**src/rtl/i2c_reg_slave_if.sv**
```systemverilog
// -----------------------------------------------------------------------------
// i2c_reg_slave_if
// Pin-side bundle of the I2C register target.
//   scl_i  : SCL pin value as seen on the board (asynchronous to clk)
//   sda_i  : SDA pin value as seen on the board (asynchronous to clk)
//   sda_oe : 1 = target pulls SDA low, 0 = target releases SDA
// The master modport is the board/bench side, the slave modport the target.
// -----------------------------------------------------------------------------
interface i2c_reg_slave_if;
  logic scl_i;
  logic sda_i;
  logic sda_oe;

  modport master (
    output scl_i,
    output sda_i,
    input  sda_oe
  );

  modport slave (
    input  scl_i,
    input  sda_i,
    output sda_oe
  );
endinterface

```
**src/rtl/i2c_reg_slave.sv**
```systemverilog
// -----------------------------------------------------------------------------
// i2c_reg_slave
// I2C target with a byte-wide register file exposed in parallel to fabric.
// SCL/SDA are oversampled on clk; START, repeated START and STOP are decoded.
// Write: addr+W, pointer byte, then any number of data bytes (auto-increment).
// Read : addr+R, bytes from the current pointer (auto-increment).
// The pointer wraps at NUM_REGS-1 and is kept between transactions.
//
// Ports
//   clk       : system clock, at least 16x SCL
//   rst       : asynchronous active-high reset
//   bus       : pin bundle (scl_i, sda_i in; sda_oe out, 1 = pull SDA low)
//   reg_q     : flattened register file, register k at [8k+7:8k]
//   wr_strobe : one-cycle pulse when a register is written
//   wr_index  : index of the written register, valid with wr_strobe
//   busy      : high from an address match until STOP/START/ignore
// -----------------------------------------------------------------------------
module i2c_reg_slave #(
  parameter logic [6:0] DEV_ADDR    = 7'h50,
  parameter int         NUM_REGS    = 8,
  parameter logic [7:0] REG_INIT    = 8'h00,
  parameter int         SYNC_STAGES = 2
) (
  input  logic                        clk,
  input  logic                        rst,
  i2c_reg_slave_if.slave              bus,
  output logic [NUM_REGS*8-1:0]       reg_q,
  output logic                        wr_strobe,
  output logic [$clog2(NUM_REGS)-1:0] wr_index,
  output logic                        busy
);

  localparam int PW = $clog2(NUM_REGS);
  localparam int SW = $clog2(SYNC_STAGES + 2);

  typedef enum logic [3:0] {
    ST_IDLE,
    ST_ADDR,
    ST_ADDR_ACK,
    ST_PTR,
    ST_PTR_ACK,
    ST_WDATA,
    ST_WDATA_ACK,
    ST_RDATA,
    ST_RACK,
    ST_IGNORE
  } state_t;

  // Input conditioning
  logic [SYNC_STAGES-1:0] scl_sync_q;
  logic [SYNC_STAGES-1:0] sda_sync_q;
  logic                   scl_prev_q;
  logic                   sda_prev_q;
  logic [SW-1:0]          settle_q;

  logic scl_s;
  logic sda_s;
  logic armed_s;
  logic scl_rise_s;
  logic scl_fall_s;
  logic start_s;
  logic stop_s;

  // Protocol state
  state_t        state_q;
  logic [2:0]    bit_cnt_q;
  logic [6:0]    shift_q;
  logic [7:0]    data_q;
  logic          rw_q;
  logic          ack_rise_q;
  logic          mack_q;
  logic [PW-1:0] ptr_q;
  logic [7:0]    regs_q [NUM_REGS];

  // Registered outputs
  logic          sda_oe_q;
  logic          busy_q;
  logic          wr_strobe_q;
  logic [PW-1:0] wr_index_q;

  logic [7:0]    rx_byte_s;
  logic [PW-1:0] ptr_next_s;
  logic          ptr_ok_s;
  logic [7:0]    rd_byte_s;

  assign scl_s   = scl_sync_q[SYNC_STAGES-1];
  assign sda_s   = sda_sync_q[SYNC_STAGES-1];
  // Edges are masked until the pipeline holds real pin values after reset,
  // so a bus caught mid-transfer cannot fake a START or STOP.
  assign armed_s = (settle_q == SW'(SYNC_STAGES + 1));

  assign scl_rise_s = armed_s &  scl_s & ~scl_prev_q;
  assign scl_fall_s = armed_s & ~scl_s &  scl_prev_q;
  assign start_s    = armed_s & scl_s & scl_prev_q &  sda_prev_q & ~sda_s;
  assign stop_s     = armed_s & scl_s & scl_prev_q & ~sda_prev_q &  sda_s;

  // Byte completed by the bit sampled on the current SCL rise.
  assign rx_byte_s  = {shift_q, sda_s};
  assign ptr_next_s = (ptr_q == PW'(NUM_REGS - 1)) ? {PW{1'b0}} : (ptr_q + PW'(1));
  assign ptr_ok_s   = ({1'b0, rx_byte_s} < 9'(NUM_REGS));
  assign rd_byte_s  = regs_q[ptr_q];

  assign bus.sda_oe = sda_oe_q;
  assign busy       = busy_q;
  assign wr_strobe  = wr_strobe_q;
  assign wr_index   = wr_index_q;

  genvar g;
  generate
    for (g = 0; g < NUM_REGS; g++) begin : g_flat
      assign reg_q[8*g +: 8] = regs_q[g];
    end
  endgenerate

  // Synchronise both pins and keep one previous sample for edge detection.
  always_ff @(posedge clk or posedge rst) begin
    if (rst) begin
      scl_sync_q <= {SYNC_STAGES{1'b1}};
      sda_sync_q <= {SYNC_STAGES{1'b1}};
      scl_prev_q <= 1'b1;
      sda_prev_q <= 1'b1;
      settle_q   <= {SW{1'b0}};
    end else begin
      scl_sync_q <= {scl_sync_q[SYNC_STAGES-2:0], bus.scl_i};
      sda_sync_q <= {sda_sync_q[SYNC_STAGES-2:0], bus.sda_i};
      scl_prev_q <= scl_s;
      sda_prev_q <= sda_s;
      if (!armed_s) begin
        settle_q <= settle_q + SW'(1);
      end else begin
        settle_q <= settle_q;
      end
    end
  end

  // Protocol FSM, register file and all registered outputs.
  always_ff @(posedge clk or posedge rst) begin
    if (rst) begin
      state_q     <= ST_IDLE;
      bit_cnt_q   <= 3'd0;
      shift_q     <= 7'd0;
      data_q      <= 8'd0;
      rw_q        <= 1'b0;
      ack_rise_q  <= 1'b0;
      mack_q      <= 1'b0;
      ptr_q       <= {PW{1'b0}};
      sda_oe_q    <= 1'b0;
      busy_q      <= 1'b0;
      wr_strobe_q <= 1'b0;
      wr_index_q  <= {PW{1'b0}};
      for (int k = 0; k < NUM_REGS; k++) begin
        regs_q[k] <= REG_INIT;
      end
    end else begin
      wr_strobe_q <= 1'b0;
      if (start_s) begin
        // Repeated or fresh START aborts whatever byte was in flight.
        state_q    <= ST_ADDR;
        bit_cnt_q  <= 3'd0;
        ack_rise_q <= 1'b0;
        sda_oe_q   <= 1'b0;
        busy_q     <= 1'b0;
      end else if (stop_s) begin
        state_q    <= ST_IDLE;
        bit_cnt_q  <= 3'd0;
        ack_rise_q <= 1'b0;
        sda_oe_q   <= 1'b0;
        busy_q     <= 1'b0;
      end else begin
        case (state_q)
          ST_IDLE: begin
            sda_oe_q <= 1'b0;
            busy_q   <= 1'b0;
          end

          ST_ADDR: begin
            if (scl_rise_s) begin
              shift_q <= rx_byte_s[6:0];
              if (bit_cnt_q == 3'd7) begin
                bit_cnt_q  <= 3'd0;
                ack_rise_q <= 1'b0;
                if (rx_byte_s[7:1] == DEV_ADDR) begin
                  rw_q    <= rx_byte_s[0];
                  busy_q  <= 1'b1;
                  state_q <= ST_ADDR_ACK;
                end else begin
                  state_q <= ST_IGNORE;
                end
              end else begin
                bit_cnt_q <= bit_cnt_q + 3'd1;
              end
            end
          end

          // Shared ACK slot: drive on the fall after the 8th rise, wait for
          // the 9th rise, then move on at the 9th fall.
          ST_ADDR_ACK, ST_PTR_ACK, ST_WDATA_ACK: begin
            if (scl_fall_s) begin
              if (!ack_rise_q) begin
                sda_oe_q <= 1'b1;
              end else begin
                ack_rise_q <= 1'b0;
                bit_cnt_q  <= 3'd0;
                if (state_q == ST_ADDR_ACK && rw_q) begin
                  // First read byte is snapshotted here; its MSB goes out now.
                  state_q  <= ST_RDATA;
                  data_q   <= rd_byte_s;
                  sda_oe_q <= ~rd_byte_s[7];
                end else if (state_q == ST_ADDR_ACK) begin
                  state_q  <= ST_PTR;
                  sda_oe_q <= 1'b0;
                end else begin
                  state_q  <= ST_WDATA;
                  sda_oe_q <= 1'b0;
                end
              end
            end else if (scl_rise_s) begin
              ack_rise_q <= 1'b1;
            end
          end

          ST_PTR: begin
            if (scl_rise_s) begin
              shift_q <= rx_byte_s[6:0];
              if (bit_cnt_q == 3'd7) begin
                bit_cnt_q  <= 3'd0;
                ack_rise_q <= 1'b0;
                if (ptr_ok_s) begin
                  ptr_q   <= PW'(rx_byte_s);
                  state_q <= ST_PTR_ACK;
                end else begin
                  state_q <= ST_IGNORE;
                  busy_q  <= 1'b0;
                end
              end else begin
                bit_cnt_q <= bit_cnt_q + 3'd1;
              end
            end
          end

          ST_WDATA: begin
            if (scl_rise_s) begin
              shift_q <= rx_byte_s[6:0];
              if (bit_cnt_q == 3'd7) begin
                bit_cnt_q     <= 3'd0;
                ack_rise_q    <= 1'b0;
                regs_q[ptr_q] <= rx_byte_s;
                wr_strobe_q   <= 1'b1;
                wr_index_q    <= ptr_q;
                ptr_q         <= ptr_next_s;
                state_q       <= ST_WDATA_ACK;
              end else begin
                bit_cnt_q <= bit_cnt_q + 3'd1;
              end
            end
          end

          ST_RDATA: begin
            if (scl_rise_s) begin
              if (bit_cnt_q == 3'd7) begin
                bit_cnt_q  <= 3'd0;
                ack_rise_q <= 1'b0;
                ptr_q      <= ptr_next_s;
                state_q    <= ST_RACK;
              end else begin
                bit_cnt_q <= bit_cnt_q + 3'd1;
              end
            end else if (scl_fall_s) begin
              sda_oe_q <= ~data_q[6];
              data_q   <= {data_q[6:0], 1'b0};
            end
          end

          ST_RACK: begin
            if (scl_fall_s) begin
              if (!ack_rise_q) begin
                sda_oe_q <= 1'b0;
              end else if (mack_q) begin
                ack_rise_q <= 1'b0;
                bit_cnt_q  <= 3'd0;
                state_q    <= ST_RDATA;
                data_q     <= rd_byte_s;
                sda_oe_q   <= ~rd_byte_s[7];
              end else begin
                ack_rise_q <= 1'b0;
                state_q    <= ST_IGNORE;
                sda_oe_q   <= 1'b0;
                busy_q     <= 1'b0;
              end
            end else if (scl_rise_s) begin
              ack_rise_q <= 1'b1;
              mack_q     <= ~sda_s;
            end
          end

          ST_IGNORE: begin
            sda_oe_q <= 1'b0;
            busy_q   <= 1'b0;
          end

          default: begin
            state_q  <= ST_IDLE;
            sda_oe_q <= 1'b0;
            busy_q   <= 1'b0;
          end
        endcase
      end
    end
  end

endmodule
```
**src/flat_wrapper.sv**
```systemverilog
// flat-port wrapper written by rule: the top's interface ports become plain ports
module i2c_reg_slave_flat 
#(
  parameter logic [6:0] DEV_ADDR    = 7'h50,
  parameter int         NUM_REGS    = 8,
  parameter logic [7:0] REG_INIT    = 8'h00,
  parameter int         SYNC_STAGES = 2
)
  (clk, rst, reg_q, wr_strobe, wr_index, busy, bus_scl_i, bus_sda_i, bus_sda_oe);
  i2c_reg_slave_if bus_i ();
  input  logic clk;
  input  logic rst;
  output logic [NUM_REGS*8-1:0] reg_q;
  output logic wr_strobe;
  output logic [$clog2(NUM_REGS)-1:0] wr_index;
  output logic busy;
  input wire logic [$bits(bus_i.scl_i)-1:0] bus_scl_i;
  input wire logic [$bits(bus_i.sda_i)-1:0] bus_sda_i;
  output wire logic [$bits(bus_i.sda_oe)-1:0] bus_sda_oe;
  assign bus_i.scl_i = bus_scl_i;
  assign bus_i.sda_i = bus_sda_i;
  assign bus_sda_oe = bus_i.sda_oe;
  i2c_reg_slave #(.DEV_ADDR(DEV_ADDR), .NUM_REGS(NUM_REGS), .REG_INIT(REG_INIT), .SYNC_STAGES(SYNC_STAGES)) u_core (.clk(clk), .rst(rst), .bus(bus_i), .reg_q(reg_q), .wr_strobe(wr_strobe), .wr_index(wr_index), .busy(busy));
endmodule
```
**config.mk**
```make
export PLATFORM = sky130hd
export DESIGN_NAME = i2c_reg_slave_flat
export DESIGN_NICKNAME = d
export VERILOG_FILES = /design/src/rtl/i2c_reg_slave_if.sv /design/src/rtl/i2c_reg_slave.sv /design/src/flat_wrapper.sv
export SDC_FILE = /design/constraint.sdc
export NUM_CORES = 1
export LEC_CHECK = 0
export ABC_AREA = 1
export BUFFER_PORTS_ARGS = -buffer_cell sky130_fd_sc_hd__buf_2
export CORE_MARGIN = 5
export CORE_UTILIZATION = 40
export DETAILED_ROUTE_END_ITERATION = 10
export SYNTH_ARGS = -nofsm -noshare
export SYNTH_HDL_FRONTEND = slang
export SYNTH_SLANG_ARGS = --single-unit
export TNS_END_PERCENT = 50
```
**constraint.sdc**
```tcl
create_clock -name clk -period 4.8 [get_ports clk]
set_clock_uncertainty 0.2 [all_clocks]
set_input_delay 0.48 -clock clk [delete_from_list [all_inputs] [get_ports clk]]
set_output_delay 0.48 -clock clk [all_outputs]
set_load 0.1 [all_outputs]
```
Yosys cells after proc, flatten, opt, wreduce, memory -nomap -nowiden --
Cells that the tools add are included. Widths: inputs -> output; s select.
Cells by class: $add $sub $neg 3, bitwise logic cells 19, order comparisons 3, multiplexer cells 87, equality and inequality tests 50, reductions and logical operators 25
Operators by type and width (count):
- $mux 4 | 18
- $ne 4x1->1 const B | 17
- $bwmux 64 | 1
- $mux 7 | 8
- $mux 3 | 16
- $mux 1 | 32
- $pmux 4 s7 | 1
- $bmux 8 s3 | 1
- $demux 8 s3 | 1
- $mux 8 | 3
- $ne 2x1->1 const B | 12
- $pmux 7 s3 | 1
- $eq 4x3->1 const B | 4
- $reduce_and 5->1 | 3
- $reduce_and 13->1 | 1
- $reduce_and 11->1 | 1
- $reduce_and 10->1 | 1
- $and 1x1->1 | 9
- $ne 3x1->1 const B | 3
- $not 1->1 | 9
- $pmux 3 s3 | 1
- $eq 4x2->1 const B | 2
- $eq 4x4->1 const B | 2
- $lt 8x4->1 const B | 1
- other kinds (30) | 39
Word-level totals: input port bits 4, word-level logic and storage cells 212, register bits after elaboration 105

Longest topological paths before layout --
Gate-level depths: netlist of run 1.
depth in word-level cells 11, gate-level depth with buffers 12, mapped depth without buffers 12

Worst setup path before layout of run 1 --
OpenSTA, ideal clock, no wires.
path kind flip-flop to flip-flop, start point register u_core.bit_cnt_q[0], end point register u_core.regs_q (netlist bit u_core.reg_q[16]), buffers on the path 2, required time 4.470 ns, arrival 1.751 ns, stages on the path, launching flop included 11, clock period less this slack 2.081 ns, library setup time 0.130 ns, path slack 2.719 ns, cells stage by stage dfrtp_1 > ha_1 > ha_1 > nand4_1 > or2_1 > buf_6 > nor2_8 > nand2_4 > buf_6 > nand2_1 > o21ai_2
Between the ends: longest elaborated chain between the ends 2
RTL lines:
- start, declared | RTL line i2c_reg_slave.sv:66 | logic [2:0] bit_cnt_q;
- start signal, assigned | RTL line i2c_reg_slave.sv:190 | bit_cnt_q <= bit_cnt_q + 3'd1;
- start signal, assigned | RTL line i2c_reg_slave.sv:236 | bit_cnt_q <= bit_cnt_q + 3'd1;
- start signal, assigned | RTL line i2c_reg_slave.sv:253 | bit_cnt_q <= bit_cnt_q + 3'd1;
- $eq 3x3->1 | RTL line i2c_reg_slave.sv:244 | if (bit_cnt_q == 3'd7) begin
- $reduce_and 5->1 (no line)
- end signal, assigned by index | RTL line i2c_reg_slave.sv:247 | regs_q[ptr_q] <= rx_byte_s;
- end, declared | RTL line i2c_reg_slave.sv:73 | logic [7:0] regs_q [NUM_REGS];
Every way passes these cells. A chain may end at the register's enable or synchronous reset.

Final worst setup path of run 1 --
start point register u_core.sda_sync_q[1], end point register u_core.bit_cnt_q[1]
Between the ends: longest elaborated chain between the ends 4, elaborated cells between the ends (all ways) 13
RTL lines:
- start, declared | RTL line i2c_reg_slave.sv:51 | logic [SYNC_STAGES-1:0] sda_sync_q;
- start signal, assigned | RTL line i2c_reg_slave.sv:119 | sda_sync_q <= {SYNC_STAGES{1'b1}};
- start signal, assigned | RTL line i2c_reg_slave.sv:125 | sda_sync_q <= {sda_sync_q[SYNC_STAGES-2:0], bus.sda_i};
- $not 1->1 | RTL line i2c_reg_slave.sv:94 | assign start_s = armed_s & scl_s & scl_prev_q & sda_prev_q & ~sda_s;
- $and 1x1->1 | RTL line i2c_reg_slave.sv:94
- $ne 4x1->1 (no line) / $reduce_bool 5->1 (equally long branches)
- $reduce_and 7->1 (no line)
Several ways; a longest one is shown, not always the timed one.

==> results of run 1 <==
worst max-delay path: stages, from the launching register on:
cell     delay, ns
dfstp_2       0.39
inv_1         0.33
nor2_1        0.11
o21ai_1       0.83
inv_1         0.23
nor2_1        0.21
nor2_1        0.12
nand2_1       0.11
nand2_1       0.06
nand2_1       0.06
layer usage:
layer | global-route usage [%] | vias up
li1 | - | 2271
met4 | 7.589 | 0
met3 | 4.288 | 30
met1 | 26.47 | 2198
met2 | 30.41 | 134
met5 | 0 | -
power by group through the flow:
stage	sequential [W]	combinational, W	clock (W)
finish	0.000922	0.000189	0.000732
global route	0.000923	0.000215	0.000778
CTS	0.000922	0.000191	0.000745
detailed placement	0.000938	0.000190	0
global placement	0.000937	0.000188	0
floorplan	0.000948	0.000123	0
registers in the layout, summed over array words and instances, names as in the netlist, 2 cells and up:
signal             count
u_core.settle_q        2
u_core.shift_q         7
u_core.bit_cnt_q       3
u_core.state_q         4
u_core.reg_q          64
u_core.ptr_q           3
u_core.scl_sync_q      2
u_core.sda_sync_q      2
u_core.wr_index        3
u_core.data_q          7
layout by cell type, fill, tap and decap left out, drive strengths merged:
master and count:
o21bai 2, or2 6, nand2 192, nor2 86
bufinv 1, ha 5, nand3 39, mux2 1
nor3 2, clkinvlp 1, dfrtp 99, clkbuf 14
o211ai 15, inv 55, a21oi 3, nand4 7
nand3b 1, buf 75, xnor2 1, o21ai 114
o21a 1, dfstp 6
final timing paths:
| path | end | slack (ns) | cells after the start |
|---|---|---|---|
| setup / recovery | u_core.bit_cnt_q[1]$_DFFE_PP0P_ | 2.08 | 9 |
| hold / removal | u_core.sda_sync_q[0]$_DFF_PP1_ | 0.03 | 1 |
| setup reg to reg | u_core.bit_cnt_q[1]$_DFFE_PP0P_ | 2.08 | 9 |
| hold reg to reg | u_core.scl_sync_q[1]$_DFF_PP1_ | 0.15 | 0 |
| max in group asynchronous | u_core.shift_q[3]$_DFFE_PP0P_ | 3.31 | 3 |
| min in group asynchronous | u_core.reg_q[22]$_DFFE_PP0P_ | 0.18 | 2 |
logic make-up (layout without fill, tap and decap cells):
family / count (synthesis) / in the layout / share of synthesized area [%]
adders and majority gates: 5 / 5 / 1.185
DFF: 105 / 105 / 49.92
buffers and inverters: 78 / 146 / 6.897
AOI/OAI and AO/OA: 135 / 135 / 14.29
and+or+nand+nor: 333 / 333 / 27.33
muxes: 1 / 1 / 0.2133
xor gates and xnor gates: 1 / 1 / 0.1659
through the flow:
step	utilization (%)	hold WS [ns]
floorplan	-	0.1452
global placement	43.75	0.1483
detailed placement	43.75	0.1490
CTS	45.97	0.01472
global route	45.97	0.01979
finish	45.97	0.02550
area by class of cell:
type / instances / area share, %
clock buffers: 14 / 4.222
inverters: 55 / 3.473
multi-input cells: 475 / 37.90
flip-flops and latches: 105 / 43.80
clock inverters: 2 / 0.6240
well taps: 176 / 3.661
repair buffers: 75 / 6.323
==> out/qor.csv, run 1 <==
stage,metric,value,unit
place,pre_cts_ws,2.089,ns
final_layout,regArea,2635,sq um
clocking,cts_buffers,9,
worst_setup_path,crit_required,4.89,ns
job,cap_violations,0,
worst_hold_path,worst_hold_startpoint,bus_sda_i,
synth,synthTopCellsByArea,"dfrtp_1 (47%), nand2_1 (13%), nor2_1 (5.6%), o21ai_1 (5.4%), o21ai_0 (4.6%)",
global_routing,grt_first_pass_wirelength,24330,microns
sta,finalSetupViolCount,0,
power_and_ir_drop,p_comb_share,10.2,%
power_and_ir_drop,clkPwrFrac,39.7,%
route,wire_per_inst,16.39,microns
power_and_ir_drop,switchingPower,0.0004759,W
synth,synthFlopType,dfrtp_1,
route,drt-total-wl,14790,microns
synth,ys_seq_elements,105,
floorplanning,start_util,40.34,%
sta,timing.final.ws_setup,2.083,ns
synth,synth.avg_cell_area,8.023,sq um
synth,syn_area,5279,sq um
synth,async_flop_share,100.0,%
clocking,postCtsSetupBuffers,0,
place,postPlaceCellArea,5724,sq um
clocking,clk-insertion-delay-late,0.35,ns
final_layout,fillers,1324,
clocking,cts-root-buf,clkbuf_16,
final_layout,drive_gt1_share,17.22,%
floorplanning,ios,74,
clocking,clk_pin_slew,0.07,ns
route,drt_iter0_markers,294,
synth,ys_top_cells_by_count,"nand2_1 (184), dfrtp_1 (99), nor2_1 (79)",
worst_setup_path,cp-start-kind,flip-flop,
clocking,cts_sinks,105,
floorplanning,fp.dieH,124.9,microns
global_routing,grt_pass1_vias,4559,
power_and_ir_drop,power_frac_seq,50.0,%
place,dp.cells,886,
final_layout,nets,730,
clocking,hold_buffers,0,
worst_hold_path,hold_class,input pin to flip-flop,
floorplanning,core_area,13090,sq um
clocking,htreeDepth,3,
sta,slew_viol_final,0,
final_layout,fin_cells,902,
worst_setup_path,critical_path_class,flip-flop to flip-flop,
sta,period_share,56.61,%
floorplanning,die_w,124.9,microns
power_and_ir_drop,p_per_area,306.2,nW/um^2
status,status,"finished, final reports clean",
sta,relSlewSlack,29.88,%
synth,ys_seq_area_share,49.92,%
final_layout,syn_to_final_growth,13.96,%
route,wl_met2,6644,microns
place,place_congestion,0.8378,
global_routing,antenna_found_initial,0,
global_routing,grt_usage,19.47,%
global_routing,grt_overflow_total,0,
power_and_ir_drop,power,0.001842,W
final_layout,antenna_cells,0,
power_and_ir_drop,swShare,25.84,%
route,detail_route.drc_violations,0,
worst_setup_path,crit_start,u_core.sda_sync_q[1]$_DFF_PP1_,
power_and_ir_drop,ir_drop,0.2094,mV
route,dr.pass1.iters,5,
power_and_ir_drop,p_leak,3.212,nW
final_layout,multi_input_area,2280,sq um
clocking,clk_path_buf_depth,2,
global_routing,grt_max_degree,82,
clocking,cts_tree,built,
route,routed-via-count,4633,
place,portBuffers,73,
synth,synth_edf_count,0,
sta,rsz0062_at_grt,no,
route,wl_met1,6872,microns
synth,netlist.area_leader.share,46.93,%
clocking,cts-resized-gates,0,
worst_setup_path,r2r_start,u_core.sda_sync_q[1]$_DFF_PP1_,
sta,max_slew.worst_pin.slew,1.045,ns
synth,synthCells,658,
route,met3_length,855,microns
worst_setup_path,cp_max_fo,16,
worst_setup_path,crit_arrival,2.80,ns
sta,fmax,368.0,MHz
synth,synth_cell_types,28,
route,vias_per_cell,5.136,
synth,synth_warnings,0,
synth,yosysMostFrequentCell,nand2_1,
synth,yosys.area.top_type,dfrtp_1,
sta,tns,0,ns
power_and_ir_drop,p_int,0.001366,W
sta,hold_violations,0,
place,hpwl,10830,microns
synth,synth_nets,667,
sta,fin_crit,2.717,ns
route,top_layer_used,met4,
floorplanning,rows,42,
final_layout,final_area,6016,sq um
floorplanning,dieArea,15600,sq um
route,postRouteAntennaNets,0,
worst_setup_path,endpoint_kind,flip-flop,
(Power assumes the default switching activity.)
==> inputs of run 2 (changes only) <==
--- a/config.mk
+++ b/config.mk
@@ -5,7 +5,7 @@
 export SDC_FILE = /design/constraint.sdc
 export NUM_CORES = 1
 export LEC_CHECK = 0
-export ABC_AREA = 1
+export ABC_AREA = 0
 export BUFFER_PORTS_ARGS = -buffer_cell sky130_fd_sc_hd__buf_2
 export CORE_MARGIN = 5
 export CORE_UTILIZATION = 40
==> constraint.sdc (replaced) <==
create_clock -name clk -period 2.85 [get_ports clk]
set_clock_uncertainty 0.2 [all_clocks]
set_input_delay 0.285 -clock clk [delete_from_list [all_inputs] [get_ports clk]]
set_output_delay 0.285 -clock clk [all_outputs]
set_load 0.1 [all_outputs]
==> out/qor.csv, run 2 <==
stage,metric,value,unit
synth,syn_area,5276,sq um
floorplanning,core_area,13090,sq um
final_layout,syn_to_final_growth,18.47,%
synth,ys_seq_area_share,49.94,%
sta,slew_viol_final,0,
clocking,cts_tree,built,
worst_setup_path,r2r_cells,4,
final_layout,antenna_cells,0,
final_layout,fillers,1239,
clocking,cts-root-buf,clkbuf_16,
global_routing,antenna_found_initial,0,
worst_setup_path,max_stage_delay,0.70,ns
place,portBuffers,73,
clocking,clk-insertion-delay-late,0.35,ns
clocking,clk_pin_slew,0.08,ns
final_layout,regArea,2636,sq um
route,detail_route.drc_violations,0,
worst_setup_path,cp-start-kind,flip-flop,
global_routing,grt_pass1_vias,3891,
worst_hold_path,hold_depth,0,
worst_setup_path,path_depth,4,
sta,timing.final.ws_setup,0.2337,ns
worst_setup_path,critPathBufInv,0,
route,vias_per_cell,5.612,
route,dr.pass1.iters,4,
synth,yosys.area.top_type,dfrtp_1,
global_routing,grt_max_degree,60,
job,cap_violations,0,
synth,synthTopCellsByArea,"dfrtp_1 (47%), mux2_2 (16%), dfstp_2 (3.0%), mux2i_1 (2.5%), nand2_1 (1.7%)",
clocking,cts-resized-gates,0,
final_layout,final_area,6251,sq um
sta,tns,0,ns
floorplanning,rows,42,
floorplanning,start_util,40.32,%
worst_setup_path,endpoint_kind,flip-flop,
power_and_ir_drop,ir_drop,0.3272,mV
synth,synth.avg_cell_area,12.13,sq um
place,pre_cts_ws,0.2657,ns
worst_setup_path,critical_path_class,flip-flop to flip-flop,
synth,synth_warnings,0,
sta,fin_crit,2.616,ns
sta,period_share,91.80,%
synth,synth_cell_types,69,
synth,synth_edf_count,0,
worst_setup_path,cp_max_fo,16,
route,postRouteAntennaNets,0,
power_and_ir_drop,power,0.003376,W
worst_setup_path,crit_required,2.88,ns
status,status,"finished, final reports clean",
sta,relSlewSlack,44.99,%
route,drt-total-wl,14440,microns
global_routing,grt_first_pass_wirelength,22840,microns
worst_setup_path,crit_family,simple AND/OR/NAND/NOR gates,
synth,synthCells,435,
power_and_ir_drop,p_per_area,540.1,nW/um^2
floorplanning,fp.dieH,124.9,microns
final_layout,nets,519,
worst_setup_path,cp_cell_sequence,"nor4b_4, a21oi_1, or4b_1, mux2_4",
route,routed-via-count,3878,
clocking,cts_sinks,105,
clocking,htreeDepth,3,
final_layout,drive_gt1_share,41.36,%
synth,yosysMostFrequentCell,dfrtp_1,
synth,synth_nets,444,
floorplanning,dieArea,15590,sq um
final_layout,layout_commonest_cell,dfrtp_1,
sta,hold_violations,0,
floorplanning,ios,74,
synth,async_flop_share,100.0,%
global_routing,grt_usage,18.65,%
worst_setup_path,slowest_stage,or4b_1,
sta,fmax,382.2,MHz
synth,ys_seq_elements,105,
global_routing,grt_overflow_total,0,
final_layout,largest_reg_flops,64,
final_layout,final_cell_mix,"dfrtp_1 (98), mux2_2 (77), buf_2 (73)",
sta,rsz0062_at_grt,no,
final_layout,multi_input_area,2467,sq um
route,wire_per_inst,20.90,microns
synth,ys_top_cells_by_count,"dfrtp_1 (99), mux2_2 (77), nand2_1 (24)",
place,postPlaceCellArea,5892,sq um
floorplanning,die_w,124.9,microns
clocking,cts_buffers,9,
sta,max_slew.worst_pin.slew,0.8221,ns
place,hpwl,10340,microns
route,drt_iter0_markers,241,
place,place_congestion,0.8861,
synth,netlist.area_leader.share,46.95,%
synth,synthFlopType,dfrtp_1,
worst_hold_path,hold_class,flip-flop to flip-flop,
clocking,clk_path_buf_depth,2,
power_and_ir_drop,p_leak,3.081,nW
worst_setup_path,crit_arrival,2.65,ns
sta,finalSetupViolCount,0,
run 2: where the power goes:
group	switching, W	leakage [nW]	internal (W)
Sequential	0.000162	1.42	0.00155
Clock	0.000571	0.161	0.000803
Combinational	0.000170	1.50	0.000122
run 2: stage by stage:
stage | hold slack, ns | std cells | util [%]
2_1_floorplan | 0.08948 | 435 | -
3_3_place_gp | 0.1464 | 672 | 45.03
3_5_place_dp | 0.1482 | 672 | 45.03
4_1_cts | 0.1505 | 691 | 47.77
5_1_grt | 0.1497 | 691 | 47.77
6_report | 0.1488 | 691 | 47.77
run 2: kinds of logic after synthesis:
family	synth area share [%]
xor+xnor	0.3321
buf+inv	3.296
fa+ha+maj	1.186
flops	49.94
mux	22.03
simple gates	12.62
compound gates	10.60
run 2: what timing repair did:
action,CTS,global route
setup endpoints to repair,0,0
setup buffers,0,0
endpoints found under the hold margin,20,0
hold buffers,3,0
run 2: path summary, 6_finish.rpt:
path	from	endpoint	slack (ns)
hold reg to reg	u_core.sda_sync_q[0]$_DFF_PP1_	u_core.sda_sync_q[1]$_DFF_PP1_	0.15
hold / removal	u_core.sda_sync_q[0]$_DFF_PP1_	u_core.sda_sync_q[1]$_DFF_PP1_	0.15
setup / recovery	u_core.state_q[1]$_DFFE_PP0P_	u_core.data_q[6]$_DFFE_PP0P_	0.23
min in group asynchronous	rst	u_core.reg_q[31]$_DFFE_PP0P_	0.37
setup reg to reg	u_core.state_q[1]$_DFFE_PP0P_	u_core.data_q[6]$_DFFE_PP0P_	0.23
max in group asynchronous	rst	u_core.ptr_q[1]$_DFFE_PP0P_	1.35
run 2: layout make-up:
cell class / instances / area share (%)
tap: 176 / 3.523
multi-input combinational: 291 / 39.47
timing repair buffer: 92 / 8.847
sequential: 105 / 42.17
clock buffer: 11 / 3.883
inverter: 11 / 0.7206
clock inverter: 5 / 1.381
run 2: layer usage:
metal	share of wire (%)	GRT usage, %
met2	49	30.31
met5	0	0
met1	44	24.71
met3	4.2	3.345
met4	2.3	7.526
run 2: worst register-to-register path, cell delays in order (launching register included):
cell	delay (ns)
dfrtp_1	0.59
nor4b_4	0.57
a21oi_1	0.07
or4b_1	0.70
mux2_4	0.38
==> inputs of run 3 (changes only) <==
--- a/config.mk
+++ b/config.mk
@@ -5,7 +5,7 @@
 export SDC_FILE = /design/constraint.sdc
 export NUM_CORES = 1
 export LEC_CHECK = 0
-export ABC_AREA = 0
+export ABC_AREA = 1
 export BUFFER_PORTS_ARGS = -buffer_cell sky130_fd_sc_hd__buf_2
 export CORE_MARGIN = 5
 export CORE_UTILIZATION = 40
==> out/qor.csv, run 3 (synthesis gave the netlist of run 1 again) <==
stage,metric,value,unit
worst_setup_path,cp_cell_sequence,"ha_1, ha_1, nand4_1, or2_1, nor2_8, nand2_4, nand2_1, o21ai_1",
final_layout,largest_reg_flops,64,
worst_setup_path,cpMostUsedCell,ha_1,
worst_setup_path,cp_max_fo,16,
worst_setup_path,reg2reg_slack,0.65,ns
route,vias_per_cell,5.072,
sta,period_share,77.03,%
sta,tns,0,ns
floorplanning,die_w,124.9,microns
worst_hold_path,hold_class,flip-flop to flip-flop,
route,wl_met1,6992,microns
clocking,cts_sinks,105,
power_and_ir_drop,p_leak,3.299,nW
floorplanning,rows,42,
global_routing,grt_max_degree,106,
worst_setup_path,max_stage_delay,0.40,ns
clocking,clk_pin_slew,0.07,ns
route,met3_length,786,microns
sta,fmax,455.5,MHz
power_and_ir_drop,p_per_area,533.1,nW/um^2
worst_hold_path,hold_depth,0,
final_layout,final_cell_mix,"nand2_1 (184), dfrtp_1 (99), nor2_1 (79)",
route,drt_iter0_markers,363,
worst_setup_path,crit_required,2.88,ns
sta,slew_viol_final,0,
final_layout,drive_gt1_share,18.81,%
floorplanning,core_area,13090,sq um
sta,max_slew.worst_pin.slew,0.7446,ns
floorplanning,start_util,40.34,%
route,drt-total-wl,14750,microns
clocking,clk-insertion-delay-late,0.35,ns
route,detail_route.drc_violations,0,
final_layout,syn_to_final_growth,17.07,%
final_layout,antenna_cells,0,
clocking,cts-root-buf,clkbuf_16,
global_routing,grt_usage,19.29,%
job,cap_violations,0,
route,routed-via-count,4641,
global_routing,antenna_found_initial,0,
floorplanning,dieArea,15600,sq um
clocking,cts_buffers,9,
status,status,"finished, final reports clean",
worst_hold_path,min_delay_worst_endpoint,u_core.sda_sync_q[1]$_DFF_PP1_,
worst_setup_path,r2r-end,u_core.reg_q[3]$_DFFE_PP0P_,
final_layout,nets,743,
sta,hold_violations,0,
worst_setup_path,cp-start-kind,flip-flop,
place,portBuffers,73,
clocking,cts_tree,built,
worst_hold_path,worst_hold_startpoint,u_core.sda_sync_q[0]$_DFF_PP1_,
sta,relSlewSlack,50.30,%
route,wl_met2,6687,microns
global_routing,grt_overflow_total,0,
place,hpwl,10720,microns
final_layout,utilization,47.23,%
sta,rsz0062_at_grt,no,
power_and_ir_drop,ir_drop,0.2775,mV
final_layout,fin_cells,915,
place,dp.cells,896,
worst_setup_path,slowest_stage,or2_1,
final_layout,layout_commonest_cell,nand2_1,
place,place_congestion,0.9164,
worst_setup_path,endpoint_kind,flip-flop,
floorplanning,ios,74,
floorplanning,fp.dieH,124.9,microns
route,wire_per_inst,16.12,microns
route,postRouteAntennaNets,0,
clocking,htreeDepth,3,
route,dr.pass1.iters,5,
sta,fin_crit,2.195,ns
global_routing,grt_pass1_vias,4493,
sta,finalSetupViolCount,0,
clocking,clk_path_buf_depth,2,
worst_setup_path,r2r_cells,8,
worst_setup_path,r2r_start,u_core.bit_cnt_q[0]$_DFFE_PP0P_,
worst_setup_path,critical_path_class,flip-flop to flip-flop,
global_routing,grt_first_pass_wirelength,23990,microns
worst_setup_path,crit_arrival,2.22,ns
route,top_layer_used,met4,
run 3: where the power goes:
part	internal [W]	leakage (nW)	switching, W
sequential	0.00152	1.43	0.0000285
clock	0.000809	0.166	0.000590
combinational	0.0000873	1.70	0.000256
run 3: metal layers:
metal  track usage (%)  up-vias
met4             6.760        0
met2             29.29      141
li1                  -     2303
met5                 0        -
met1             27.40     2175
met3             4.031       22
run 3: final cells by class:
cell class / count / area [sq um]
Clock buffer: 10 / 239.0
Clock inverter: 6 / 97.59
Fill cell: 1314 / 6905
Inverter: 55 / 210.2
Multi-Input combinational cell: 475 / 2280
Sequential cell: 105 / 2635
Tap cell: 176 / 220.2
Timing Repair Buffer: 88 / 498.0
run 3: critical path: cells and delay by family, from the launching register on:
family	cells	cell delay, ns
flip-flops	1	0.38
AND/OR/NAND/NOR	5	1.06
AO/OA/AOI/OAI	1	0.07
adder cells (fa/ha/maj)	2	0.36
run 3: stage by stage:
step / area, sq um / setup WS [ns] / power [W] / hold slack (ns)
2_1_floorplan: 5283 / 0.7688 / 0.001804 / 0.08948
3_3_place_gp: 5813 / 0.6885 / 0.001920 / 0.1469
3_5_place_dp: 5813 / 0.6273 / 0.001922 / 0.1530
4_1_cts: 6180 / 0.6192 / 0.003325 / 0.1623
5_1_grt: 6180 / 0.4692 / 0.003438 / 0.1667
6_report: 6180 / 0.6546 / 0.003295 / 0.1588
run 3: worst max-delay path by stage:
stage          depth (start not counted)                       startpoint                         endpoint
2_1_floorplan                         10  u_core.bit_cnt_q[0]$_DFFE_PP0P_     u_core.reg_q[16]$_DFFE_PP0P_
3_3_place_gp                           8  u_core.bit_cnt_q[0]$_DFFE_PP0P_      u_core.reg_q[6]$_DFFE_PP0P_
3_5_place_dp                           8  u_core.bit_cnt_q[0]$_DFFE_PP0P_      u_core.reg_q[3]$_DFFE_PP0P_
4_1_cts                                8  u_core.bit_cnt_q[0]$_DFFE_PP0P_      u_core.reg_q[3]$_DFFE_PP0P_
5_1_grt                               11   u_core.settle_q[0]$_DFFE_PP0P_  u_core.bit_cnt_q[1]$_DFFE_PP0P_
6_report                               8  u_core.bit_cnt_q[0]$_DFFE_PP0P_      u_core.reg_q[3]$_DFFE_PP0P_
run 3: timing repair:
item                      in CTS  in global routing
gates resized for setup        0                  0
buffers inserted               0                  0
hold endpoints to repair     101                  0
hold buffers                   3                  0
